File: src/rtl/tone_pkg.sv
// Shared tone definitions: note codes and the nominal period table used by
// both the tone player and the tone decoder.
package tone_pkg;

    localparam int TONE_CNT_W = 20;

    localparam logic [3:0] NOTE_NONE    = 4'd0;
    localparam logic [3:0] NOTE_ALTO3   = 4'd1;
    localparam logic [3:0] NOTE_ALTO5   = 4'd2;
    localparam logic [3:0] NOTE_ALTO6   = 4'd3;
    localparam logic [3:0] NOTE_ALTO7   = 4'd4;
    localparam logic [3:0] NOTE_TREBLE1 = 4'd5;
    localparam logic [3:0] NOTE_TREBLE2 = 4'd6;
    localparam logic [3:0] NOTE_TREBLE3 = 4'd7;
    localparam logic [3:0] NOTE_TREBLE5 = 4'd8;
    localparam logic [3:0] NOTE_DTREB1  = 4'd9;
    localparam logic [3:0] NOTE_REST    = 4'd10;

    // Period = 40 * (32768 - preset) clk_50M cycles; zero marks an unused code.
    localparam int unsigned NOTE_PERIOD [16] = '{
        0, 303400, 255160, 227320, 202520, 191160, 170280, 151720,
        127600, 95600, 655400, 0, 0, 0, 0, 0
    };

    typedef enum logic [1:0] {
        ST_SILENT,
        ST_ARMED,
        ST_CANDIDATE,
        ST_LOCKED
    } tone_state_t;

endpackage

File: src/rtl/tone_period_classifier.sv
// Maps a measured period to the unique note whose inclusive window
// nominal +/- (nominal >> TOL_SHIFT) contains it, or NOTE_NONE.
module tone_period_classifier
    import tone_pkg::*;
#(
    parameter int          CNT_W      = TONE_CNT_W,
    parameter int          TOL_SHIFT  = 6,
    parameter int unsigned PERIOD_DIV = 1
) (
    input  logic [CNT_W-1:0] meas,
    output logic [3:0]       note_class
);

    logic [31:0] meas32;
    int unsigned nom;
    int unsigned tol;

    assign meas32 = 32'(meas);

    always_comb begin
        note_class = NOTE_NONE;
        nom        = 0;
        tol        = 0;
        for (int c = 1; c < 16; c++) begin
            nom = NOTE_PERIOD[c] / PERIOD_DIV;
            tol = nom >> TOL_SHIFT;
            if (nom != 0 && meas32 >= nom - tol && meas32 <= nom + tol)
                note_class = 4'(c);
        end
        // A saturated counter means "too long to measure", never a note.
        if (meas == '1)
            note_class = NOTE_NONE;
    end

endmodule

File: src/rtl/tone_decoder.sv
// Tone line receiver: synchronizes tone_in, measures the rising-edge period
// and locks onto a note after LOCK_COUNT consecutive matching periods.
module tone_decoder
    import tone_pkg::*;
#(
    parameter int          CNT_W      = TONE_CNT_W,
    parameter int          LOCK_COUNT = 3,
    parameter int          TOL_SHIFT  = 6,
    parameter int          TIMEOUT    = 720000,
    parameter int unsigned PERIOD_DIV = 1
) (
    input  logic             clk_50M,
    input  logic             rst,
    input  logic             tone_in,
    output logic [3:0]       note_code,
    output logic             note_valid,
    output logic             note_strobe,
    output logic [CNT_W-1:0] period_out
);

    localparam logic [CNT_W-1:0] CNT_MAX     = '1;
    localparam logic [CNT_W-1:0] TIMEOUT_CNT = CNT_W'(TIMEOUT);
    localparam logic [3:0]       LOCK_HITS   = 4'(LOCK_COUNT);

    function automatic logic [CNT_W-1:0] sat_inc(input logic [CNT_W-1:0] v);
        return (v == CNT_MAX) ? v : v + CNT_W'(1);
    endfunction

    logic             sync_p0, sync_p1, sync_p2;
    logic             rise;
    logic [CNT_W-1:0] cnt;
    logic [CNT_W-1:0] meas_p0;
    logic             vld_p0;
    logic [3:0]       class_comb;
    logic [3:0]       class_p1;
    logic             vld_p1;
    tone_state_t      state, state_n;
    logic [3:0]       cand, cand_n;
    logic [3:0]       hits, hits_n, next_hits;
    logic [3:0]       code_n;
    logic             valid_n, strobe_n;

    // Stage: two-flop synchronizer plus edge-detect flop
    always_ff @(posedge clk_50M or negedge rst) begin
        if (!rst) begin
            sync_p0 <= 1'b0;
            sync_p1 <= 1'b0;
            sync_p2 <= 1'b0;
        end else begin
            sync_p0 <= tone_in;
            sync_p1 <= sync_p0;
            sync_p2 <= sync_p1;
        end
    end

    assign rise = sync_p1 & ~sync_p2;

    // Stage p0: period counter; the edge that arms from SILENT is not measured
    always_ff @(posedge clk_50M or negedge rst) begin
        if (!rst) begin
            cnt     <= '0;
            meas_p0 <= '0;
            vld_p0  <= 1'b0;
        end else begin
            vld_p0 <= 1'b0;
            if (rise) begin
                cnt <= '0;
                if (state != ST_SILENT) begin
                    meas_p0 <= sat_inc(cnt);
                    vld_p0  <= 1'b1;
                end
            end else begin
                cnt <= sat_inc(cnt);
            end
        end
    end

    assign period_out = meas_p0;

    tone_period_classifier #(
        .CNT_W      (CNT_W),
        .TOL_SHIFT  (TOL_SHIFT),
        .PERIOD_DIV (PERIOD_DIV)
    ) u_classifier (
        .meas       (meas_p0),
        .note_class (class_comb)
    );

    // Stage p1: registered classification
    always_ff @(posedge clk_50M or negedge rst) begin
        if (!rst) begin
            class_p1 <= NOTE_NONE;
            vld_p1   <= 1'b0;
        end else begin
            class_p1 <= class_comb;
            vld_p1   <= vld_p0;
        end
    end

    // Stage p2: lock FSM and outputs
    always_ff @(posedge clk_50M or negedge rst) begin
        if (!rst) begin
            state       <= ST_SILENT;
            cand        <= NOTE_NONE;
            hits        <= '0;
            note_code   <= NOTE_NONE;
            note_valid  <= 1'b0;
            note_strobe <= 1'b0;
        end else begin
            state       <= state_n;
            cand        <= cand_n;
            hits        <= hits_n;
            note_code   <= code_n;
            note_valid  <= valid_n;
            note_strobe <= strobe_n;
        end
    end

    always_comb begin
        state_n   = state;
        cand_n    = cand;
        hits_n    = hits;
        code_n    = note_code;
        valid_n   = note_valid;
        strobe_n  = 1'b0;
        next_hits = 4'd1;
        if (state == ST_CANDIDATE && class_p1 == cand)
            next_hits = hits + 4'd1;

        case (state)
            ST_SILENT: begin
                if (rise)
                    state_n = ST_ARMED;
            end
            default: begin
                // An edge in the timeout cycle wins over the timeout.
                if (!rise && cnt >= TIMEOUT_CNT) begin
                    state_n = ST_SILENT;
                    code_n  = NOTE_NONE;
                    valid_n = 1'b0;
                    hits_n  = '0;
                end else if (vld_p1) begin
                    if (class_p1 == NOTE_NONE) begin
                        state_n = ST_ARMED;
                        hits_n  = '0;
                    end else if (!(state == ST_LOCKED && class_p1 == note_code)) begin
                        cand_n = class_p1;
                        hits_n = next_hits;
                        if (next_hits >= LOCK_HITS) begin
                            state_n  = ST_LOCKED;
                            code_n   = class_p1;
                            valid_n  = 1'b1;
                            strobe_n = !note_valid || (class_p1 != note_code);
                        end else begin
                            state_n = ST_CANDIDATE;
                        end
                    end
                end
            end
        endcase
    end

endmodule

File: config.mk
export PLATFORM = sky130hd
export DESIGN_NAME = tone_decoder
export DESIGN_NICKNAME = d
export VERILOG_FILES = /design/src/rtl/tone_pkg.sv /design/src/rtl/tone_period_classifier.sv /design/src/rtl/tone_decoder.sv
export SDC_FILE = /design/constraint.sdc
export NUM_CORES = 1
export LEC_CHECK = 0
export ABC_AREA = 1
export CELL_PAD_IN_SITES_DETAIL_PLACEMENT = 0
export CELL_PAD_IN_SITES_GLOBAL_PLACEMENT = 2
export CORE_ASPECT_RATIO = 0.6
export CORE_MARGIN = 2
export CORE_UTILIZATION = 30
export CTS_CLUSTER_SIZE = 24
export DETAILED_ROUTE_END_ITERATION = 10
export PLACE_DENSITY = 0.75
export SLEW_MARGIN = 25
export SYNTH_ARGS = -nofsm -noshare
export SYNTH_HDL_FRONTEND = slang
export SYNTH_HIERARCHICAL = 1
export SYNTH_SLANG_ARGS = --single-unit
export TNS_END_PERCENT = 5
File: constraint.sdc
create_clock -name clk_50M -period 1.55 [get_ports clk_50M]
set_input_delay 0.2325 -clock clk_50M [delete_from_list [all_inputs] [get_ports clk_50M]]
set_output_delay 0.2325 -clock clk_50M [all_outputs]
set_load 0.03 [all_outputs]
# After elaboration in Yosys (flattened, before gate mapping)

Cells that the tools add are included.

Bits of input ports: 3
Bits in writable memories: 0
Word-level logic and storage cells: 126
ROM bits: 0
Memories kept: 0
Output and inout port bits: 26
Flip-flop bits (word level): 65
Bits in latches: 0

Divide/modulo/power cells: 0
$add $sub $neg: 2
Shift operators: 0
Reductions and logical operators: 27
Multiplexer cells: 43
$mul: 0
$lt $le $gt $ge: 22
Equal/unequal tests: 12
Bitwise logic cells: 6

Operators with widths:

| operator                                                                              | count |
|---|---|
| 20-bit by 18-bit greater-or-equal comparator with 1-bit output, second input constant | 6 |
| 20-bit by 18-bit <= comparator with 1-bit output, second input constant               | 6 |
| 4-bit 2-to-1 mux                                                                      | 20 |
| 20-bit == test, second input constant                                                 | 2 |
| 20-bit by 17-bit greater-or-equal comparator with 1-bit output, second input constant | 2 |
| 20-bit greater-or-equal comparator, second input constant                             | 2 |
| 20-bit by 17-bit <= comparator with 1-bit output, second input constant               | 2 |
| 20-bit 2-to-1 mux                                                                     | 2 |
| 20-bit by 1-bit adder with 20-bit output, second input constant                       | 1 |
| 20-bit by 19-bit greater-or-equal comparator with 1-bit output, second input constant | 1 |
| 20-bit by 19-bit <= comparator with 1-bit output, second input constant               | 1 |
| 20-bit <= comparator, second input constant                                           | 1 |
| 1-bit 2-to-1 mux                                                                      | 15 |
| 1-bit logical AND                                                                     | 13 |
| 2-bit 2-to-1 mux                                                                      | 6 |
| 5-bit AND reduction                                                                   | 2 |
| 4-bit == test                                                                         | 2 |
| 2-bit inequality test, second input constant                                          | 3 |
| 3-bit AND reduction                                                                   | 2 |
| 2-bit nonzero test                                                                    | 3 |
| 1-bit NOT                                                                             | 5 |
| 4-bit by 1-bit adder with 4-bit output, second input constant                         | 1 |
| 2-bit == test, second input constant                                                  | 2 |
| 4-bit by 2-bit greater-or-equal comparator with 1-bit output, second input constant   | 1 |
| 10 further kinds                                                                      | 11 |

# Depth between registers and ports, before layout

Gate-level depths: netlist of the first run.

Depth after elaboration: 13
Gate-level depth with buffers: 13
Gate-level depth less buffers: 12

# By module

The synthesis of the first run kept the hierarchy.

By module, submodules not included:

| module                 | instances | area an instance (um^2) | cells each | sequential area each (um^2) |
|---|---|---|---|---|
| tone_decoder           | 1         | 3158.0                  | 376        | 1626.6 |
| tone_period_classifier | 1         | 1612.8                  | 370        | 0.0 |

# Worst setup path after synthesis of the first run

No wires, ideal clock.

Kind: register to register
Start point: register meas_p0[16] (netlist: period_out[16])
End point: register class_p1[0]
Stages on the path, launching flop included: 13
Setup slack: -0.183 ns
Path buffers: 1
Arrival time: 1.607 ns
Required time: 1.425 ns
Cell sequence: dfrtp_1 > buf_2 > nand2_2 > inv_2 > nand2_2 > nor2_1 > nand3_1 > nand3_1 > nand2_1 > nand2_1 > nand2_1 > nor2_1 > nand3_1

Word-level cells in the longest chain between the ends: 13

RTL lines:

| element                                                                                                                            | RTL line                     | text |
|---|---|---|
| start, declared                                                                                                                    | tone_decoder.sv:32           | `logic [CNT_W-1:0] meas_p0;` |
| start signal, assigned                                                                                                             | tone_decoder.sv:69           | `meas_p0 <= sat_inc(cnt);` |
| 20-bit by 19-bit greater-or-equal comparator with 1-bit output or 20-bit by 19-bit <= comparator with 1-bit output (tied branches) | tone_period_classifier.sv:27 | `if (nom != 0 && meas32 >= nom - tol && meas32 <= nom + tol)` |
| 1-bit logical AND                                                                                                                  | tone_period_classifier.sv:27 |  |
| 1-bit 2-to-1 mux                                                                                                                   | tone_period_classifier.sv:27 |  |
| 4-bit 2-to-1 mux (9 in series)                                                                                                     | tone_period_classifier.sv:27 |  |
| 4-bit 2-to-1 mux *                                                                                                                 | tone_period_classifier.sv:31 | `if (meas == '1)` |
| net class_comb[0]                                                                                                                  | tone_decoder.sv:34           | `logic [3:0] class_comb;` |
| end signal, assigned                                                                                                               | tone_decoder.sv:95           | `class_p1 <= class_comb;` |
| end, declared                                                                                                                      | tone_decoder.sv:35           | `logic [3:0] class_p1;` |

The timed path passes the listed nets; every way through them passes the cells marked *.
A chain may end at the register's enable or synchronous reset.

# Final worst setup path of the first run

Start point: register meas_p0[12] (netlist: period_out[12])
End point: register class_p1[2]

Word-level cells in the longest chain between the ends: 11

RTL lines:

| element                                                                                                                            | RTL line |
|---|---|
| 20-bit by 18-bit greater-or-equal comparator with 1-bit output or 20-bit by 18-bit <= comparator with 1-bit output (tied branches) | tone_period_classifier.sv:27 |
| 1-bit logical AND                                                                                                                  | tone_period_classifier.sv:27 |
| 4-bit 2-to-1 mux (8 in series)                                                                                                     | tone_period_classifier.sv:27 |
| 4-bit 2-to-1 mux *                                                                                                                 | tone_period_classifier.sv:31 |
| net class_comb[2]                                                                                                                  | tone_decoder.sv:34 |

Marks and branches as above.

==> reports/metrics.yaml, run 1 <==
status: "finished with violations"
violations: "negative setup slack"
critical_path_required_ps: 1800
antenna_found_initial: 0
track_usage_pct: 23.9
die_area_sq_mm: 0.0170
drc: 0
cts_tree: "built"
first_iter_violations: 535
crit_path_max_fanout: 6
placed_area_sq_mm: 0.00665
period_share_pct: 117
clockBufferDepth: 2
power-per-cell-area_mw_per_mm2: 1810
postRouteAntennaNets: 0
drt-total-wl_mm: 20.3
layout-area-overhead-vs-synth_pct: 52.3
dieHeight_um: 102
ys_warn_count: 6
core-area_sq_mm: 0.0155
tightest_slew_ps: 474
grt_pass1_wl_mm: 30.5
rows: 35
skew_ps: 7.46
ys_seq_elements: 65
fill_cells: 1625
ff2ff_setup_slack_ps: -260
clkLatencyLatePin_ps: 330
antenna_cells: 0
setup_viol: 21
slew_headroom_pct: 68.3
hold_class: "input pin to async pin"
port-buffer-count: 28
stdcell_area_sq_mm: 0.00727
finalCriticalPeriod_ps: 1810
drive_gt1_share_pct: 34.2
maxCapViolations: 0
netlist_area_sq_mm: 0.00477
hold_violations: 0
dpl.cell_count: 1145
avgViaCountPerCell: 5.00
p_leak_uw: 0.00362
yosys.cell_types.count: 32
path_class: "register to register"
instances_no_fill: 1174
worst_ep_arrival_time_ps: 2060
cts_inserted_buffers: 9
clk_pin_slew_ps: 60
die_width_um: 167
dp_hpwl_mm: 16.6
gp_congestion: 1.09
dr.pass1.iters: 5
first_global_vias: 5325
vias: 5871
cts-root-buf: "clkbuf_16"
slew_viol_final: 0
final_common_cell: "nand2_1"
start_util_pct: 30.9
worst_slack_ps: -257
synth-seq-area-share_pct: 34.1
peakVddDrop_mv: 0.906
wl_per_cell_um: 17.3
fin_hold_ws_ps: 336
cts_sinks: 65
h-tree-depth: 3
synthesis.nets: 752
final_cell_mix: "189 x nand2_1, 185 x buf_4, 100 x nor2_1"
total_power_uw: 13100
io_pins: 29
syn_avg_cell_area_sq_um: 6.40
nets: 973
grt_max_degree: 53
max_freq_mhz: 553
grt-ovfl-total: 0
crit_path_start_kind: "register"
syn_inst: 746
rsz0062_at_grt: "yes"
end_kind: "register"
## registers in the layout, summed over array words and instances, names as in the netlist, 2 cells and up
register and flops:
note_code 4, cnt 20, cand 4, state 2, hits 4, period_out 20
class_p1 4
## logic make-up (layout without fill, tap and decap cells)
logic type / count (synthesis) / count (layout) / synth area share (%)
buf+inv: 100 / 325 / 8.55
flops: 65 / 65 / 34.1
simple gates: 477 / 477 / 43.9
xor+xnor: 19 / 19 / 3.49
fa+ha+maj: 3 / 3 / 0.787
compound gates: 82 / 82 / 9.21
## metrics by stage
step,utilization [%],setup TNS [ps],setup WS [ps]
3_5_place_dp,43.0,-5810,-328
3_3_place_gp,43.0,-5190,-401
2_1_floorplan,-,-90.1,-7.22
4_1_cts,45.1,-1740,-232
5_1_grt,47.0,-7340,-326
6_report,47.0,-1360,-257
## Yosys cell counts (all sizes together)
library cell  count  area share (%)
a21oi            32             3.4
a31oi            16             2.1
and2              1            0.13
buf               9             1.4
clkbuf            3            0.24
dfrtp            65              34
ha                3            0.79
inv              88             6.9
nand2           214              17
nand3            74             7.9
nand3b            5            0.79
nand4            25             3.6
nor2            135              12
nor3             20             2.1
nor3b             1            0.16
nor4              1            0.13
o211ai            1            0.16
o21ai            32             3.4
o21bai            1            0.16
or2               1            0.13
xnor2             6             1.1
xor2             13             2.4
## report_power, final
group          switching (uW)  internal, uW  leakage (uW)  total (uW)
logic                    4770          3640       0.00266        8410
registers                 687          2150      0.000822        2840
clock network             738          1160      0.000134        1890
## final cells by class
class / count / area (sq um) / share of cell area, %
well taps: 203 / 254 / 3.50
inverters: 88 / 339 / 4.67
flip-flops and latches: 65 / 1650 / 22.7
multi-input cells: 581 / 2980 / 41.0
clock inverters: 3 / 17.5 / 0.241
clock buffers: 12 / 256 / 3.53
repair buffers: 222 / 1770 / 24.4
## repair_timing
action,CTS,global route
hold endpoints to repair,13,0
pin swaps,3,20
hold buffers,1,0
resized for setup,54,79
buffers inserted,0,13
endpoints found under the setup margin,72,65
## metal layers
metal  track usage [%]  part of all wire [%]
met3              8.60                    10
met2              30.4                    36
met4              2.98                  0.56
met5                 0                     0
met1              38.2                    53
## path summary, 6_finish.rpt
kind / startpoint / end / cells after the start
max in group asynchronous: rst / period_out[13] / 3
hold reg to reg: sync_p0 / sync_p1 / 0
min in group clk_50M: sync_p0 / sync_p1 / 0
hold / removal: rst / cand[3] / 2
setup reg to reg: period_out[12] / class_p1[2] / 8
setup / recovery: period_out[12] / class_p1[2] / 8
## critical path, stage by stage (launching register included)
cell and delay (ps):
dfrtp_2 480, nor2_2 210, buf_4 180, nand2_1 110
nor2_1 180, nand3_1 110, o211ai_1 180, nand2_1 140
nand4_1 150
Note: power is estimated with default switching activity, not from simulation.
==> run 2, diff against run 1 <==
- TNS_END_PERCENT: 5 -> 30
==> run 2 against run 1 <==
The flow still finishes with violations (negative setup slack). Sequential power is 3% lower. Cell area rose by 5.5%. Die area unchanged. Hold slack improved by 10 ps. Utilization is 2.6 points higher. Register-to-register slack hardly changed. Cell count is essentially flat. Critical endpoint is now period_out[6]. Setup slack worse by 3.3 ps. Critical path depth rose by 1. Clock power up 2%. Highest routed layer unchanged. Fmax decreased by 0.18%. Wire length grew 14%.
==> reports/metrics.yaml, run 2 (same netlist as run 1, synthesis figures left out) <==
first_global_vias: 5621  # +5.6%
fill_cells: 1605  # -1.2%
dieHeight_um: 102  # unchanged
critical_path_required_ps: 1790  # about the same
tightest_slew_ps: 448  # -26.0 ps
grt-ovfl-total: 0  # unchanged
dr.pass1.iters: 5  # unchanged
drc: 0  # unchanged
vias: 6015  # +2.5%
r2r_start: "cnt[0]"
hold_end: "vld_p1"
cts_sinks: 65  # unchanged
r2r_end: "period_out[6]"
ff2ff_setup_slack_ps: -260  # about the same
port-buffer-count: 28  # unchanged
worst_ep_arrival_time_ps: 2050  # about the same
crit_slowest_cell: "dfrtp_1"
maxCapViolations: 0  # unchanged
drt-total-wl_mm: 23.1  # +14%
io_pins: 29  # unchanged
hold_violations: 0  # unchanged
p_leak_uw: 0.00366  # +1.2%
crit_path_start_kind: "register"
cts_tree: "built"
violations: "negative setup slack"
cp_common_cell: "nor2_4"
crit_buf_inv: 3  # +2
crit_path_max_fanout: 5  # -1
slew_viol_final: 0  # unchanged
wl_per_cell_um: 19.7  # +14%
path_class: "register to register"
slew_headroom_pct: 70.0  # +1.7 points
crit_path_cell_trace: "ha_2 > nand2_4 > nor2_4 > inv_2 > nor2_4 > nand4_4 > buf_4 > buf_12 > a31oi_4"
max_freq_mhz: 552  # -0.18%
cts_inserted_buffers: 9  # unchanged
clockBufferDepth: 2  # unchanged
antenna_cells: 0  # unchanged
skew_ps: 10.8  # +3.35 ps
clk_pin_slew_ps: 60  # about the same
grt_max_degree: 41  # -23%
pre_cts_slack_ps: -448  # -119 ps
die_width_um: 167  # unchanged
worst_slack_ps: -260  # -3.32 ps
hold_depth: 0
start_util_pct: 30.9  # unchanged
rsz0062_at_grt: "yes"
grt_pass1_wl_mm: 34.2  # +12%
rows: 35  # unchanged
end_kind: "register"
die_area_sq_mm: 0.0170  # unchanged
track_usage_pct: 27.4  # +3.5 points
stdcell_area_sq_mm: 0.00767  # +5.5%
drive_gt1_share_pct: 39.6  # +5.4 points
slowest_delay_ps: 390  # -90 ps
antenna_found_initial: 0  # unchanged
cts-root-buf: "clkbuf_16"
dp_hpwl_mm: 18.7  # +13%
crit_family: "simple AND/OR/NAND/NOR gates"
core-area_sq_mm: 0.0155  # unchanged
postRouteAntennaNets: 0  # unchanged
final_common_cell: "nand2_1"
status: "finished with violations"
finalCriticalPeriod_ps: 1810  # +3.32 ps
avgViaCountPerCell: 5.13  # +2.5%
layout-area-overhead-vs-synth_pct: 60.7
placed_area_sq_mm: 0.00658  # -1.1%
h-tree-depth: 3  # unchanged
final_cell_mix: "185 x nand2_1, 174 x buf_4, 94 x nor2_1"
peakVddDrop_mv: 1.16  # +28%
worstRegToRegCells: 9  # +1
first_iter_violations: 532  # -0.56%
min_from: "vld_p0"
hold_class: "register to register"
period_share_pct: 117  # +0.21 points
clkLatencyLatePin_ps: 340  # about the same
gp_congestion: 1.01  # -7.0%
fin_hold_ws_ps: 347  # +10.1 ps
power-per-cell-area_mw_per_mm2: 1730  # -4.6%
setup_viol: 45  # +110%
nets: 971  # -0.21%
-- run 2: cell count changes in the layout (fill, tap and decap cells not counted), sizes merged --
cell	before	now
buf	200	194
clkbuf	17	16
clkdlybuf4s15	4	3
clkinvlp	2	4
dlygate4sd2	10	14
dlymetal6s2s	1	0
inv	87	88
nand4	25	26
-- run 2: how the worst max path moves through the flow --
stage / startpoint / to / depth (start not counted)
4_1_cts: period_out[18] / class_p1[3] / 11
3_5_place_dp: period_out[19] / class_p1[3] / 10
6_report: cnt[0] / period_out[6] / 9
5_1_grt: period_out[19] / class_p1[0] / 12
2_1_floorplan: cnt[0] / period_out[10] / 8
3_3_place_gp: period_out[19] / class_p1[3] / 10
-- run 2: what timing repair did --
action / in CTS / in global routing
endpoints found under the hold margin: 13 / 0
hold buffers: 1 / 0
gates resized for setup: 113 / 98
setup endpoints to repair: 73 / 66
gates cloned: 3 / 0
buffers inserted: 6 / 9
pin swaps: 16 / 35
-- run 2: metrics by stage --
| stage | std cells | TNS, ps | utilization, % | total power [uW] |
|---|---|---|---|---|
| after floorplan | 746 | -80.9 | - | 5960 |
| after global placement | 1138 | -3950 | 42.6 | 10500 |
| after detailed placement | 1138 | -4810 | 42.6 | 10400 |
| after CTS | 1164 | -3490 | 47.0 | 12600 |
| after global routing | 1173 | -9870 | 49.6 | 14000 |
| final | 1173 | -6180 | 49.6 | 13200 |
-- run 2: where the power goes --
group / internal, uW / total [uW] / leakage [uW] / switching [uW]
combinational: 3500 / 8540 / 0.00272 / 5040
clock: 1120 / 1930 / 0.000127 / 802
sequential: 2160 / 2760 / 0.000818 / 603
-- run 2: final cells by class --
type                    count  area [sq um]  share of cell area (%)
inverters                  88           338                    4.41
clock inverters             6          43.8                   0.571
repair buffers            219          1790                    23.3
clock buffers              10           239                    3.12
multi-input cells         582          3350                    43.6
flip-flops and latches     65          1660                    21.6
well taps                 203           254                    3.31
-- run 2: routing by layer --
metal  GRT usage (%)  wire length (um)  vias to the layer above
li1                -                 -                     2861
met1            41.7             11500                     2896
met2            35.7              8580                      247
met3            12.6              2950                       11
met4            2.65               110                        0
met5               0                 0                        -
==> run 3, diff against run 2 <==
- CORE_MARGIN: 2 -> 5
==> run 3 against run 2 <==
The flow still finishes with violations (negative setup slack). Non-clock buffer count is 30 higher. Die area is 9.7% higher. Sequential power increased by 5%. Power rose by 6.6%. Clock skew shrank 5.0 ps. Global-route usage down 4.2 points. Fmax increased by 2.4%. Critical path type unchanged. Largest cell class unchanged. Highest routed layer is now met5.
==> reports/metrics.yaml, run 3 (same netlist as run 1, synthesis figures left out) <==
grt_busiest_layer: "met1"
postRouteAntennaNets: 0  # unchanged
antenna_cells: 0  # unchanged
total_power_uw: 14100  # +6.6%
power-per-cell-area_mw_per_mm2: 1770  # +2.4%
drive_gt1_share_pct: 44.0  # +4.4 points
crit_path_max_fanout: 5  # unchanged
critical_path_required_ps: 1750  # -40 ps
crit_path_start_kind: "register"
first_global_vias: 5580  # -0.73%
tightest_slew_ps: 496  # +47.3 ps
core-area_sq_mm: 0.0155  # unchanged
antenna_found_initial: 1  # +1
max_freq_mhz: 566  # +2.4%
wl_per_cell_um: 18.9  # -4.0%
gp_congestion: 1.08  # +6.9%
final_cell_mix: "206 x buf_4, 172 x nand2_1, 88 x nor2_1"
p_leak_uw: 0.00393  # +7.3%
track_usage_pct: 23.2  # -4.2 points
rows: 35  # unchanged
first_iter_violations: 685  # +29%
port-buffer-count: 28  # unchanged
path_class: "register to register"
hold_violations: 0  # unchanged
instances_no_fill: 1200  # +2.3%
die_width_um: 173  # +3.6%
grtUsageMet1_pct: 37.0  # -4.7 points
finalCriticalPeriod_ps: 1770  # -43.0 ps
skew_ps: 5.76  # -5.05 ps
peakVddDrop_mv: 0.855  # -26%
end_kind: "register"
slew_headroom_pct: 67.0  # -3.0 points
nets: 1000  # +3.0%
h-tree-depth: 3  # unchanged
grt_pass1_wl_mm: 33.2  # -3.0%
final_common_cell: "buf_4"
clk_pin_slew_ps: 50  # about the same
avgViaCountPerCell: 5.05  # -1.6%
dp_hpwl_mm: 17.6  # -6.1%
layout-area-overhead-vs-synth_pct: 67.4
start_util_pct: 30.9  # unchanged
rsz0062_at_grt: "yes"
setup_viol: 42  # -6.7%
hold_class: "input pin to register"
dieHeight_um: 108  # +5.9%
dpl.cell_count: 1139  # +0.088%
io_pins: 29  # unchanged
dr.pass1.iters: 5  # unchanged
slew_viol_final: 0  # unchanged
vias: 6057  # +0.70%
cts_inserted_buffers: 9  # unchanged
cts-root-buf: "clkbuf_16"
cts_tree: "built"
grt_max_degree: 35  # -15%
cts_sinks: 65  # unchanged
period_share_pct: 114  # -2.8 points
clkLatencyLatePin_ps: 330  # about the same
clockBufferDepth: 2  # unchanged
drc: 0  # unchanged
status: "finished with violations"
maxCapViolations: 0  # unchanged
worst_ep_arrival_time_ps: 1970  # -80 ps
violations: "negative setup slack"
die_area_sq_mm: 0.0186  # +9.7%
use_met3_pct: 10.2  # -2.4 points
drt-total-wl_mm: 22.7  # -1.8%
worst_slack_ps: -217  # +43.0 ps
grt-ovfl-total: 0  # unchanged
gr-usage-met2_pct: 28.3  # -7.4 points
[run 3: cell types whose count changed in the layout (fill, tap and decap cells not counted), moves of 7 or more]
cell / previous run / this run
buf_4: 174 / 206
nand2_1: 185 / 172
dlygate4sd2_1: 14 / 3
inv_1: 74 / 63
inv_2: 11 / 20
nor2_4: 14 / 22
nand2_2: 24 / 31
o21ai_1: 6 / 13
[run 3: where the power goes]
| group | internal (uW) | switching (uW) | total, uW | leakage (uW) |
|---|---|---|---|---|
| registers | 2160 | 743 | 2900 | 0.000820 |
| logic | 4060 | 5280 | 9340 | 0.00297 |
| clock network | 1140 | 721 | 1870 | 0.000133 |
[run 3: critical path, cell delays in order (launching register included)]
cell and delay (ps):
dfrtp_2 470, buf_6 160, nor2_4 170, buf_4 140
buf_4 90, nand2_1 80, nand3_1 90, nand2_1 80
nor2_1 120, a21oi_2 40, nor2_1 110, nand3_1 90
[run 3: area by class of cell]
class | instances | area, sq um
multi-input cells | 581 | 3360
inverters | 88 | 345
fillers | 1557 | 7470
clock buffers | 11 | 253
well taps | 203 | 254
clock inverters | 3 | 17.5
repair buffers | 249 | 2100
flip-flops and latches | 65 | 1660
[run 3: final timing paths]
path                                from       endpoint  slack [ps]  cells after the start
max reg2reg                period_out[4]    class_p1[0]        -220                     11
min reg2reg                       vld_p0         vld_p1         360                      0
min                              tone_in        sync_p0         350                      1
min in group asynchronous            rst        hits[0]         400                      2
max                        period_out[4]    class_p1[0]        -220                     11
max in group asynchronous            rst  period_out[5]         610                      3
[run 3: metrics by stage]
step | setup slack (ps) | setup TNS, ps | hold WS (ps) | utilization [%] | cell area (sq um)
after floorplan | -7.22 | -80.9 | -63.1 | - | 4830
after global placement | -428 | -2990 | 223 | 42.8 | 6620
after detailed placement | -367 | -3230 | 219 | 42.8 | 6620
after CTS | -222 | -3630 | 338 | 47.0 | 7270
after global routing | -293 | -8500 | 346 | 51.7 | 7990
final | -217 | -4630 | 350 | 51.7 | 7990
[run 3: repair_timing]
| item | in CTS | in global routing |
|---|---|---|
| endpoints found under the setup margin | 72 | 73 |
| setup buffers | 17 | 25 |
| hold buffers | 1 | 0 |
| pin swaps | 10 | 52 |
| hold endpoints to repair | 15 | 0 |
| gates cloned | 2 | 2 |
| resized for setup | 80 | 162 |
[run 3: routing by layer]
layer  vias to the layer above  wire, um
met4                         2       135
li1                       2926         -
met1                      2841     11500
met5                         -         7
met3                        19      2710
met2                       269      8350
